### src/rtl/wbs_uart_rx_pkg.sv
// Register map, status bit positions and RX FSM state type.
// The register map and status bits are shared with the transmit peripheral.
package wbs_uart_rx_pkg;

  localparam int unsigned UART_RX_DATA   = 0;
  localparam int unsigned UART_RX_STATUS = 1;

  localparam int unsigned STAT_NOT_EMPTY = 0;
  localparam int unsigned STAT_OVERRUN   = 1;
  localparam int unsigned STAT_FRAME_ERR = 2;

  typedef enum logic [2:0] {
    RX_IDLE,
    RX_START,
    RX_DATA,
    RX_STOP,
    RX_BREAK
  } rx_state_e;

endpackage

### src/rtl/uart_rx_fifo.sv
// Small synchronous FIFO for received bytes.
// When the FIFO is full, a push is accepted only if a pop happens in the same cycle.
module uart_rx_fifo #(
  parameter int unsigned DEPTH_LOG2 = 2,
  parameter int unsigned WIDTH      = 8
) (
  input  logic             clock,
  input  logic             reset,
  input  logic             push,
  input  logic [WIDTH-1:0] wdata,
  input  logic             pop,
  output logic [WIDTH-1:0] head_c,
  output logic             full_c,
  output logic             empty_c
);

  localparam int unsigned DEPTH = 1 << DEPTH_LOG2;

  logic [WIDTH-1:0]      mem [DEPTH];
  logic [DEPTH_LOG2-1:0] wptr;
  logic [DEPTH_LOG2-1:0] rptr;
  logic [DEPTH_LOG2:0]   count;
  logic                  do_push_c;
  logic                  do_pop_c;

  assign empty_c   = (count == '0);
  assign full_c    = (count == (DEPTH_LOG2+1)'(DEPTH));
  assign do_pop_c  = pop && !empty_c;
  assign do_push_c = push && (!full_c || do_pop_c);
  assign head_c    = mem[rptr];

  always_ff @(posedge clock) begin
    if (reset) begin
      wptr  <= '0;
      rptr  <= '0;
      count <= '0;
    end else begin
      if (do_push_c) wptr <= wptr + (DEPTH_LOG2)'(1);
      if (do_pop_c)  rptr <= rptr + (DEPTH_LOG2)'(1);
      unique case ({do_push_c, do_pop_c})
        2'b10:   count <= count + (DEPTH_LOG2+1)'(1);
        2'b01:   count <= count - (DEPTH_LOG2+1)'(1);
        default: count <= count;
      endcase
    end
  end

  // Storage carries no reset; only the pointers define validity.
  always_ff @(posedge clock) begin
    if (do_push_c) mem[wptr] <= wdata;
  end

endmodule

### src/rtl/wbs_uart_rx.sv
// 8N1 UART receiver with a byte FIFO.
// The FIFO and status flags are accessed through a classic single-cycle Wishbone slave.
module wbs_uart_rx
  import wbs_uart_rx_pkg::*;
#(
  parameter int unsigned TICKS_PER_BAUD  = 5000,
  parameter int unsigned FIFO_DEPTH_LOG2 = 2
) (
  input  logic       clock,
  input  logic       reset,
  input  logic       wb_cyc_i,
  input  logic       wb_stb_i,
  input  logic       wb_we_i,
  input  logic [3:0] wb_adr_i,
  input  logic [7:0] wb_dat_i,
  output logic [7:0] wb_dat_o,
  output logic       wb_ack_o,
  input  logic       uart_rx,
  output logic       irq
);

  localparam int unsigned CNT_W = $clog2(TICKS_PER_BAUD);
  localparam logic [CNT_W-1:0] HALF_LOAD = CNT_W'(TICKS_PER_BAUD / 2 - 1);
  localparam logic [CNT_W-1:0] FULL_LOAD = CNT_W'(TICKS_PER_BAUD - 1);

  logic             rx_meta;
  logic             rx_sync;
  logic             rx_prev;
  logic [1:0]       sync_vld;
  logic             armed;
  rx_state_e        state;
  rx_state_e        state_nxt;
  logic [CNT_W-1:0] cnt;
  logic [CNT_W-1:0] cnt_nxt;
  logic [2:0]       bit_idx;
  logic [2:0]       bit_idx_nxt;
  logic [7:0]       shift;
  logic [7:0]       shift_nxt;
  logic             expired_c;
  logic             start_edge_c;
  logic             push_c;
  logic             ferr_set_c;
  logic             overrun;
  logic             frame_err;
  logic [7:0]       fifo_head_c;
  logic             fifo_full_c;
  logic             fifo_empty_c;
  logic             wb_req_c;
  logic             is_status_c;
  logic             pop_c;
  logic             clr_c;
  logic             overrun_set_c;
  logic [7:0]       status_c;
  logic             unused_c;

  assign unused_c = ^{wb_adr_i[3:1], wb_dat_i[7:3], wb_dat_i[0]};

  // Synchroniser plus an arming flag, so that the reset preset can never pose as a real high-to-low edge.
  always_ff @(posedge clock) begin
    if (reset) begin
      rx_meta  <= 1'b1;
      rx_sync  <= 1'b1;
      rx_prev  <= 1'b1;
      sync_vld <= 2'b00;
      armed    <= 1'b0;
    end else begin
      rx_meta  <= uart_rx;
      rx_sync  <= rx_meta;
      rx_prev  <= rx_sync;
      sync_vld <= {sync_vld[0], 1'b1};
      if (sync_vld[1] && rx_sync) armed <= 1'b1;
    end
  end

  assign start_edge_c = armed && rx_prev && !rx_sync;
  assign expired_c    = (cnt == '0);

  always_ff @(posedge clock) begin
    if (reset) begin
      state   <= RX_IDLE;
      cnt     <= '0;
      bit_idx <= '0;
      shift   <= '0;
    end else begin
      state   <= state_nxt;
      cnt     <= cnt_nxt;
      bit_idx <= bit_idx_nxt;
      shift   <= shift_nxt;
    end
  end

  // RX FSM: each bit is sampled at its midpoint using the tick counter.
  always_comb begin
    state_nxt   = state;
    cnt_nxt     = cnt;
    bit_idx_nxt = bit_idx;
    shift_nxt   = shift;
    push_c      = 1'b0;
    ferr_set_c  = 1'b0;
    unique case (state)
      RX_IDLE: begin
        if (start_edge_c) begin
          state_nxt = RX_START;
          cnt_nxt   = HALF_LOAD;
        end
      end
      RX_START: begin
        if (!expired_c) begin
          cnt_nxt = cnt - CNT_W'(1);
        end else if (!rx_sync) begin
          state_nxt   = RX_DATA;
          bit_idx_nxt = '0;
          cnt_nxt     = FULL_LOAD;
        end else begin
          state_nxt = RX_IDLE;
        end
      end
      RX_DATA: begin
        if (!expired_c) begin
          cnt_nxt = cnt - CNT_W'(1);
        end else begin
          shift_nxt = {rx_sync, shift[7:1]};
          cnt_nxt   = FULL_LOAD;
          if (bit_idx == 3'd7) state_nxt = RX_STOP;
          else                 bit_idx_nxt = bit_idx + 3'd1;
        end
      end
      RX_STOP: begin
        if (!expired_c) begin
          cnt_nxt = cnt - CNT_W'(1);
        end else if (rx_sync) begin
          push_c    = 1'b1;
          state_nxt = RX_IDLE;
        end else begin
          ferr_set_c = 1'b1;
          state_nxt  = RX_BREAK;
        end
      end
      RX_BREAK: begin
        if (rx_sync) state_nxt = RX_IDLE;
      end
      default: state_nxt = RX_IDLE;
    endcase
  end

  uart_rx_fifo #(
    .DEPTH_LOG2 (FIFO_DEPTH_LOG2),
    .WIDTH      (8)
  ) u_fifo (
    .clock   (clock),
    .reset   (reset),
    .push    (push_c),
    .wdata   (shift),
    .pop     (pop_c),
    .head_c  (fifo_head_c),
    .full_c  (fifo_full_c),
    .empty_c (fifo_empty_c)
  );

  assign wb_req_c      = wb_cyc_i && wb_stb_i && !wb_ack_o;
  assign is_status_c   = (wb_adr_i[0] == 1'(UART_RX_STATUS));
  assign pop_c         = wb_req_c && !wb_we_i && !is_status_c && !fifo_empty_c;
  assign clr_c         = wb_req_c && wb_we_i && is_status_c;
  assign overrun_set_c = push_c && fifo_full_c && !pop_c;

  always_comb begin
    status_c                 = '0;
    status_c[STAT_NOT_EMPTY] = !fifo_empty_c;
    status_c[STAT_OVERRUN]   = overrun;
    status_c[STAT_FRAME_ERR] = frame_err;
  end

  // Sticky error flags; a new error event takes priority over a same-cycle clear.
  always_ff @(posedge clock) begin
    if (reset) begin
      overrun   <= 1'b0;
      frame_err <= 1'b0;
    end else begin
      if (overrun_set_c)                         overrun <= 1'b1;
      else if (clr_c && wb_dat_i[STAT_OVERRUN])  overrun <= 1'b0;
      if (ferr_set_c)                            frame_err <= 1'b1;
      else if (clr_c && wb_dat_i[STAT_FRAME_ERR]) frame_err <= 1'b0;
    end
  end

  // Wishbone response: one ack per request, and read data is captured together with the ack.
  always_ff @(posedge clock) begin
    if (reset) begin
      wb_ack_o <= 1'b0;
      wb_dat_o <= '0;
      irq      <= 1'b0;
    end else begin
      wb_ack_o <= wb_req_c;
      if (wb_req_c) begin
        if (wb_we_i)          wb_dat_o <= '0;
        else if (is_status_c) wb_dat_o <= status_c;
        else if (fifo_empty_c) wb_dat_o <= '0;
        else                  wb_dat_o <= fifo_head_c;
      end
      irq <= !fifo_empty_c || overrun || frame_err;
    end
  end

endmodule

### config.mk
export PLATFORM = sky130hd
export DESIGN_NAME = wbs_uart_rx
export DESIGN_NICKNAME = d
export VERILOG_FILES = /design/src/rtl/wbs_uart_rx_pkg.sv /design/src/rtl/uart_rx_fifo.sv /design/src/rtl/wbs_uart_rx.sv
export SDC_FILE = /design/constraint.sdc
export NUM_CORES = 1
export LEC_CHECK = 0
export ABC_AREA = 1
export ABC_CLOCK_PERIOD_IN_PS = 2700
export CORE_ASPECT_RATIO = 0.75
export CORE_MARGIN = 1
export CORE_UTILIZATION = 35
export CTS_CLUSTER_DIAMETER = 120
export DETAILED_ROUTE_END_ITERATION = 8
export HOLD_SLACK_MARGIN = 0.06
export PLACE_DENSITY_LB_ADDON = 0.08
export REMOVE_ABC_BUFFERS = 1
export SKIP_LAST_GASP = 1
export SLEW_MARGIN = 30
export SYNTH_ARGS = -nofsm -noshare
export SYNTH_HDL_FRONTEND = slang
export SYNTH_HIERARCHICAL = 1
export SYNTH_SLANG_ARGS = --single-unit
### constraint.sdc
create_clock -name clock -period 2.7 [get_ports clock]
set_input_delay 0.54 -clock clock [delete_from_list [all_inputs] [get_ports clock]]
set_output_delay 0.54 -clock clock [all_outputs]
set_load 0.01 [all_outputs]
After elaboration in Yosys (flattened, before gate mapping)
Memories as Yosys holds them, arrays and structs flattened. A register that Yosys moved wholly into a read port is not among the register bits. Index checks and enable logic that the tools add are counted.

Flip-flop bits (word level): 52. RAM bits: 32. Output and inout bits: 10. Word-level logic and storage cells: 120. Memories: 1.

Memory list: u_fifo.mem (words 4, bits a word 8, rd ports 1, clocked after Yosys merged registers in 1, write ports 1, RTL line uart_rx_fifo.sv:19) `logic [WIDTH-1:0] mem [DEPTH];`.

Add/subtract/negate cells: 6. Eq/ne operators: 18. Multiplexer cells: 39. Reductions and logical operators: 38.

Operators with widths (number): two-way mux 13 bit (5); one-hot mux 13 bit (4 select lines) (1); two-way mux 3 bit (11); two-way mux 8 bit (3); inequality test 2 bit, second input constant (9); logical AND 1 bit (16); one-hot mux 3 bit (5 select lines) (1); logical NOT 13 bit (1); two-way mux 1 bit (13); subtractor 13 x 1 -> 13 bit, second input constant (1); one-hot mux 3 bit (2 select lines) (2); == test 3 bit, second input constant (3); nonzero test 2 bit (4); logical NOT 1 bit (7); adder 3 x 1 -> 3 bit, second input constant (2); == test 3 x 2 -> 1 bit, second input constant (2); logical NOT 3 bit (2); two-way mux 2 bit (3); AND reduction 6 bit (1); AND reduction 5 bit (1); adder 2 x 1 -> 2 bit, second input constant (2); AND reduction 4 bit (1); nonzero test 4 bit (1); == test 3 x 1 -> 1 bit, second input constant (1); other kinds (6) (8).

Depth between registers and ports, before layout
Depth in word-level cells: 10. Depth in mapped cells: 18.

Modules after synthesis
Netlist, hierarchy kept.

Modules (own cells, without submodules): wbs_uart_rx (instances 1, cells each 292, area each 2099.5 um^2, sequential area each 900.9 um^2); uart_rx_fifo (instances 1, cells each 150, area each 1706.6 um^2, sequential area each 1141.1 um^2).

Worst setup path before layout
OpenSTA, ideal clock, no wires.

Path type: input port to flip-flop. Start point: input port wb_cyc_i. End point: register u_fifo.count[2]. Arrival time: 2251 ps. Data required time: 2587 ps. Setup slack: 336 ps. Stages on the path: 18. Path buffers: 0. Path through: nand2_1 -> nor2_1 -> inv_1 -> nor2_1 -> nand2_1 -> clkinv_1 -> inv_1 -> nand3_2 -> nand2_1 -> ha_1 -> inv_1 -> fa_1 -> inv_1 -> nand2_1 -> nand3_1 -> nand2_1 -> nand2_1 -> nor2_1.

Cells in the longest elaborated chain, start to end: 10.

Ends and longest elaborated chain: start: declaration (RTL line wbs_uart_rx.sv:11) `input logic wb_cyc_i,`; logical AND 1 bit * (2 in series) (RTL line wbs_uart_rx.sv:160) `assign wb_req_c = wb_cyc_i && wb_stb_i && !wb_ack_o;`; logical AND 1 bit * (3 in series) (RTL line wbs_uart_rx.sv:162) `assign pop_c = wb_req_c && !wb_we_i && !is_status_c && !fifo_empty_c;`; named net pop_c (RTL line wbs_uart_rx.sv:50) `logic pop_c;`; logical AND 1 bit * (RTL line uart_rx_fifo.sv:28) `assign do_pop_c = pop && !empty_c;`; logical OR 1 bit (RTL line uart_rx_fifo.sv:29) `assign do_push_c = push && (!full_c || do_pop_c);`; logical AND 1 bit (RTL line uart_rx_fifo.sv:29); == test 2 x 1 -> 1 bit / == test 2 bit (equally long branches) (RTL line uart_rx_fifo.sv:40) `unique case ({do_push_c, do_pop_c})`; one-hot mux 3 bit (2 select lines) / nonzero test 2 bit (equally long branches); end signal: assignment (RTL line uart_rx_fifo.sv:41) `2'b10: count <= count + (DEPTH_LOG2+1)'(1);`; end signal: assignment (RTL line uart_rx_fifo.sv:42) `2'b01: count <= count - (DEPTH_LOG2+1)'(1);`; end signal: assignment (RTL line uart_rx_fifo.sv:43) `default: count <= count;`; end: declaration (RTL line uart_rx_fifo.sv:22) `logic [DEPTH_LOG2:0] count;`.

Mark *: on every way through the listed nets, which the timed path passes. The rest lies on a longest branch. A chain may end at the register's enable or synchronous reset.

Final worst setup path
Start point: register cnt[0]. End point: register u_fifo.count[1].

Cells in the longest elaborated chain, start to end: 6.

Ends and longest elaborated chain: start: declaration (RTL line wbs_uart_rx.sv:33) `logic [CNT_W-1:0] cnt;`; start signal: assignment (RTL line wbs_uart_rx.sv:86) `cnt <= cnt_nxt;`; logical NOT 13 bit * (RTL line wbs_uart_rx.sv:76) `assign expired_c = (cnt == '0);`; two-way mux 1 bit * (RTL line wbs_uart_rx.sv:129) `if (!expired_c) begin`; two-way mux 1 bit * (RTL line wbs_uart_rx.sv:100) `unique case (state)`; named net push_c (RTL line wbs_uart_rx.sv:41) `logic push_c;`; logical AND 1 bit * (RTL line uart_rx_fifo.sv:29); == test 2 x 1 -> 1 bit / == test 2 bit (equally long branches) (RTL line uart_rx_fifo.sv:40); one-hot mux 3 bit (2 select lines) / nonzero test 2 bit (equally long branches).

Marks and branches as above.

==> summary.txt <==
Status
  – Status: finished, final reports clean

Timing
  – Crit share post-route: 0.897
  – Peak Freq: about 410 MHz
  – Final Worst Setup Slack: around 280 ps
  – Setup TNS: 0 ps
  – Worst slew pin tran: ~520 ps
  – RSZ-0062 raised after global routing: no
  – Setup violators final: 0
  – Worst Skew: 3.62 ps
  – Min Hold Slack: a little over 400 ps
  – Rel. slew slack: 0.651
  – Slew Limit Fails: 0
  – Hold Fails Final Rpt: 0
  – Fin crit period: approximately 2400 ps

GRT
  – Vias in the first global route: roughly 2700
  – Initial antenna violation count: 0
  – Remaining global-route overflow: 0
  – Total GRT Usage: 0.166
  – Largest net degree at the start of global routing: 26
  – First-pass GRT wire length: roughly 14000 um

Worst setup path
  – Worst Path Class, Setup: reg -> reg
  – CP arrival: about 2700 ps
  – Peak fanout along the critical path: 6
  – Critical Path RT: slightly below 3000 ps
  – CP Capture Type: flip-flop
  – Worst setup SP type: flip-flop

Floorplan
  – Initial Util: 0.366
  – IO Pins: 28
  – Die width: 122 um
  – Total die area: roughly 0.011 mm2
  – Row count: 32
  – Die outline height: 92.3 um
  – Core footprint: between 0.01 and 0.015 mm2

Layout
  – Layout Cells excl Fill: about 630
  – Synth-to-Final Area Change: 20.8%
  – Fillers: 1044
  – Core Util, Final: 0.442
  – Layout cells sized above 1: 0.143
  – Final std cell area, no fill: about 0.0046 mm2
  – Nets: around 510
  – Inserted Diodes: 0

Detailed routing
  – Wirelength per Cell: 13.7 um
  – Via count: around 3000
  – Post-route ant nets: 0
  – Vias per inst: between 4 and 5
  – Drt pass-1 iters: 4
  – DRC Markers: 0
  – DRT Wirelength: around 8500 um
  – Drt initial violations: between 100 and 150

CTS
  – Inserted Clock Buffers: 9
  – CTS tree: yes
  – Worst-case clock buffer depth: 2
  – Clock sinks: 86
  – CTS H-tree lvls: 3
  – Root buf cell: clkbuf_16
  – Hold-fix buffers at CTS: 0
  – Clock Latency Late Sink: approximately 340 ps
  – Clk pin slew, worst setup/hold paths: 60 ps

Yosys
  – Synth async-reset ratio: 0
  – Post-synth EDFFs: 32
  – Synth Flop Type: dfxtp_1
  – Cell count after synthesis: ~440
  – Syn_area_per_cell: approximately 8.6 um2
  – Seq cells post-synth: between 80 and 90
  – Synth unique cells: 40
  – Seq/Total Area, Yosys: 0.536
  – Syn Std Cell Area: around 0.0038 mm2
  – Ys Warns: 6

Placed design
  – Placed Cells: between 600 and 700
  – Dpl hpwl: approximately 5900 um
  – # port buffers: 18
  – Pre-CTS setup slack: -180 ps
  – Placed cell areas: around 0.0043 mm2
  – GPL Wtd Cong: roughly 0.76

Power and ir drop
  – Leak pwr: between 1.5 and 2 nW
  – Total power: between 4 and 5 mW
  – Cell area power density: roughly 920 mW/mm2
  – Max VDD drop: roughly 410 uV

Flow run
  – MaxCap Viol Count: 0

Worst hold path
  – Min-Delay Path Class: reg -> reg
## synthesized netlist by cell type, types with 2 or more instances
library cell	count	area (um2)
a21boi_0	2	15.0
a21oi_1	33	165
a21oi_2	2	17.5
a31oi_1	2	12.5
buf_6	3	33.8
clkbuf_1	5	18.8
dfxtp_1	54	1080
edfxtp_1	32	961
ha_1	8	100
inv_1	40	150
inv_2	7	26.3
nand2_1	87	327
nand2_2	3	18.8
nand3_1	33	165
nand3_4	2	35.0
nand4_1	5	31.3
nor2_1	59	221
nor2_2	4	25.0
nor3_1	3	15.0
nor4_1	2	12.5
o21ai_0	25	125
o21ai_1	2	10.0
o21ai_2	3	26.3
o22ai_1	8	50.1
or2_2	3	18.8
## cell type report
cell class / instances / area (um2) / share of cell area
clock buffer: 10 / 239 / 0.0520
clock inverter: 6 / 85.1 / 0.0185
inverter: 48 / 180 / 0.0392
multi-input combinational: 298 / 1530 / 0.333
sequential: 86 / 2040 / 0.444
tap: 136 / 170 / 0.0370
timing repair buffer: 41 / 353 / 0.0767
## what timing repair did
action                     in CTS  in global routing
gates resized for setup         0                  4
setup endpoints to repair       0                  1
setup buffers                   0                  1
## cell usage in the layout, fill, tap and decap left out, drive strengths merged, types with 10 or more instances in the layout
| master | n |
|---|---|
| buf | 23 |
| nor2 | 65 |
| o21ai | 30 |
| nand3 | 36 |
| inv | 47 |
| nand2 | 91 |
| a21oi | 35 |
| dfxtp | 54 |
| clkbuf | 10 |
| clkdlybuf4s50 | 18 |
| edfxtp | 32 |
## registers in the layout (all words and copies together), names as in the netlist, named ones only
register      flops
armed             1
bit_idx           3
cnt              13
frame_err         1
irq               1
overrun           1
rx_meta           1
rx_prev           1
rx_sync           1
shift             8
state             3
sync_vld          2
u_fifo/count      3
u_fifo/mem       32
u_fifo/rptr       2
u_fifo/wptr       2
wb_ack_o          1
wb_dat_o          8
## critical path, stage by stage, from the launching register on
cell	delay (ps)
dfxtp_1	310
inv_1	100
ha_1	250
nand3_4	150
nor2_8	190
nand2_2	120
nor3_2	220
nand2_1	140
ha_2	210
inv_1	80
fa_2	430
a21oi_1	150
## logic make-up after synthesis
family	share of synthesized area
simple gates	0.248
flops	0.536
compound gates	0.115
buf+inv	0.0644
fa+ha+maj	0.0316
xor+xnor	0.00460
## worst paths after layout
path / from / to / slack, ps / cells after the start
setup / recovery: cnt[0] / u_fifo/count[1] / 280 / 11
hold reg to reg: sync_vld[0] / sync_vld[1] / 400 / 2
setup reg to reg: cnt[0] / u_fifo/count[1] / 280 / 11
hold / removal: sync_vld[0] / sync_vld[1] / 400 / 2
## routing by layer
| layer | wire, um | track usage | up-vias |
|---|---|---|---|
| met4 | 95 | 0.0508 | 0 |
| li1 | - | - | 1552 |
| met1 | 4500 | 0.241 | 1397 |
| met2 | 3560 | 0.237 | 45 |
| met3 | 388 | 0.0468 | 8 |
| met5 | 0 | 0 | - |
## power breakdown
| part | total [mW] | switching (mW) | internal, mW |
|---|---|---|---|
| Sequential | 1.53 | 0.101 | 1.43 |
| Combinational | 1.37 | 0.929 | 0.445 |
| Clock | 1.33 | 0.497 | 0.832 |
Power figures use the tool's default switching activity.
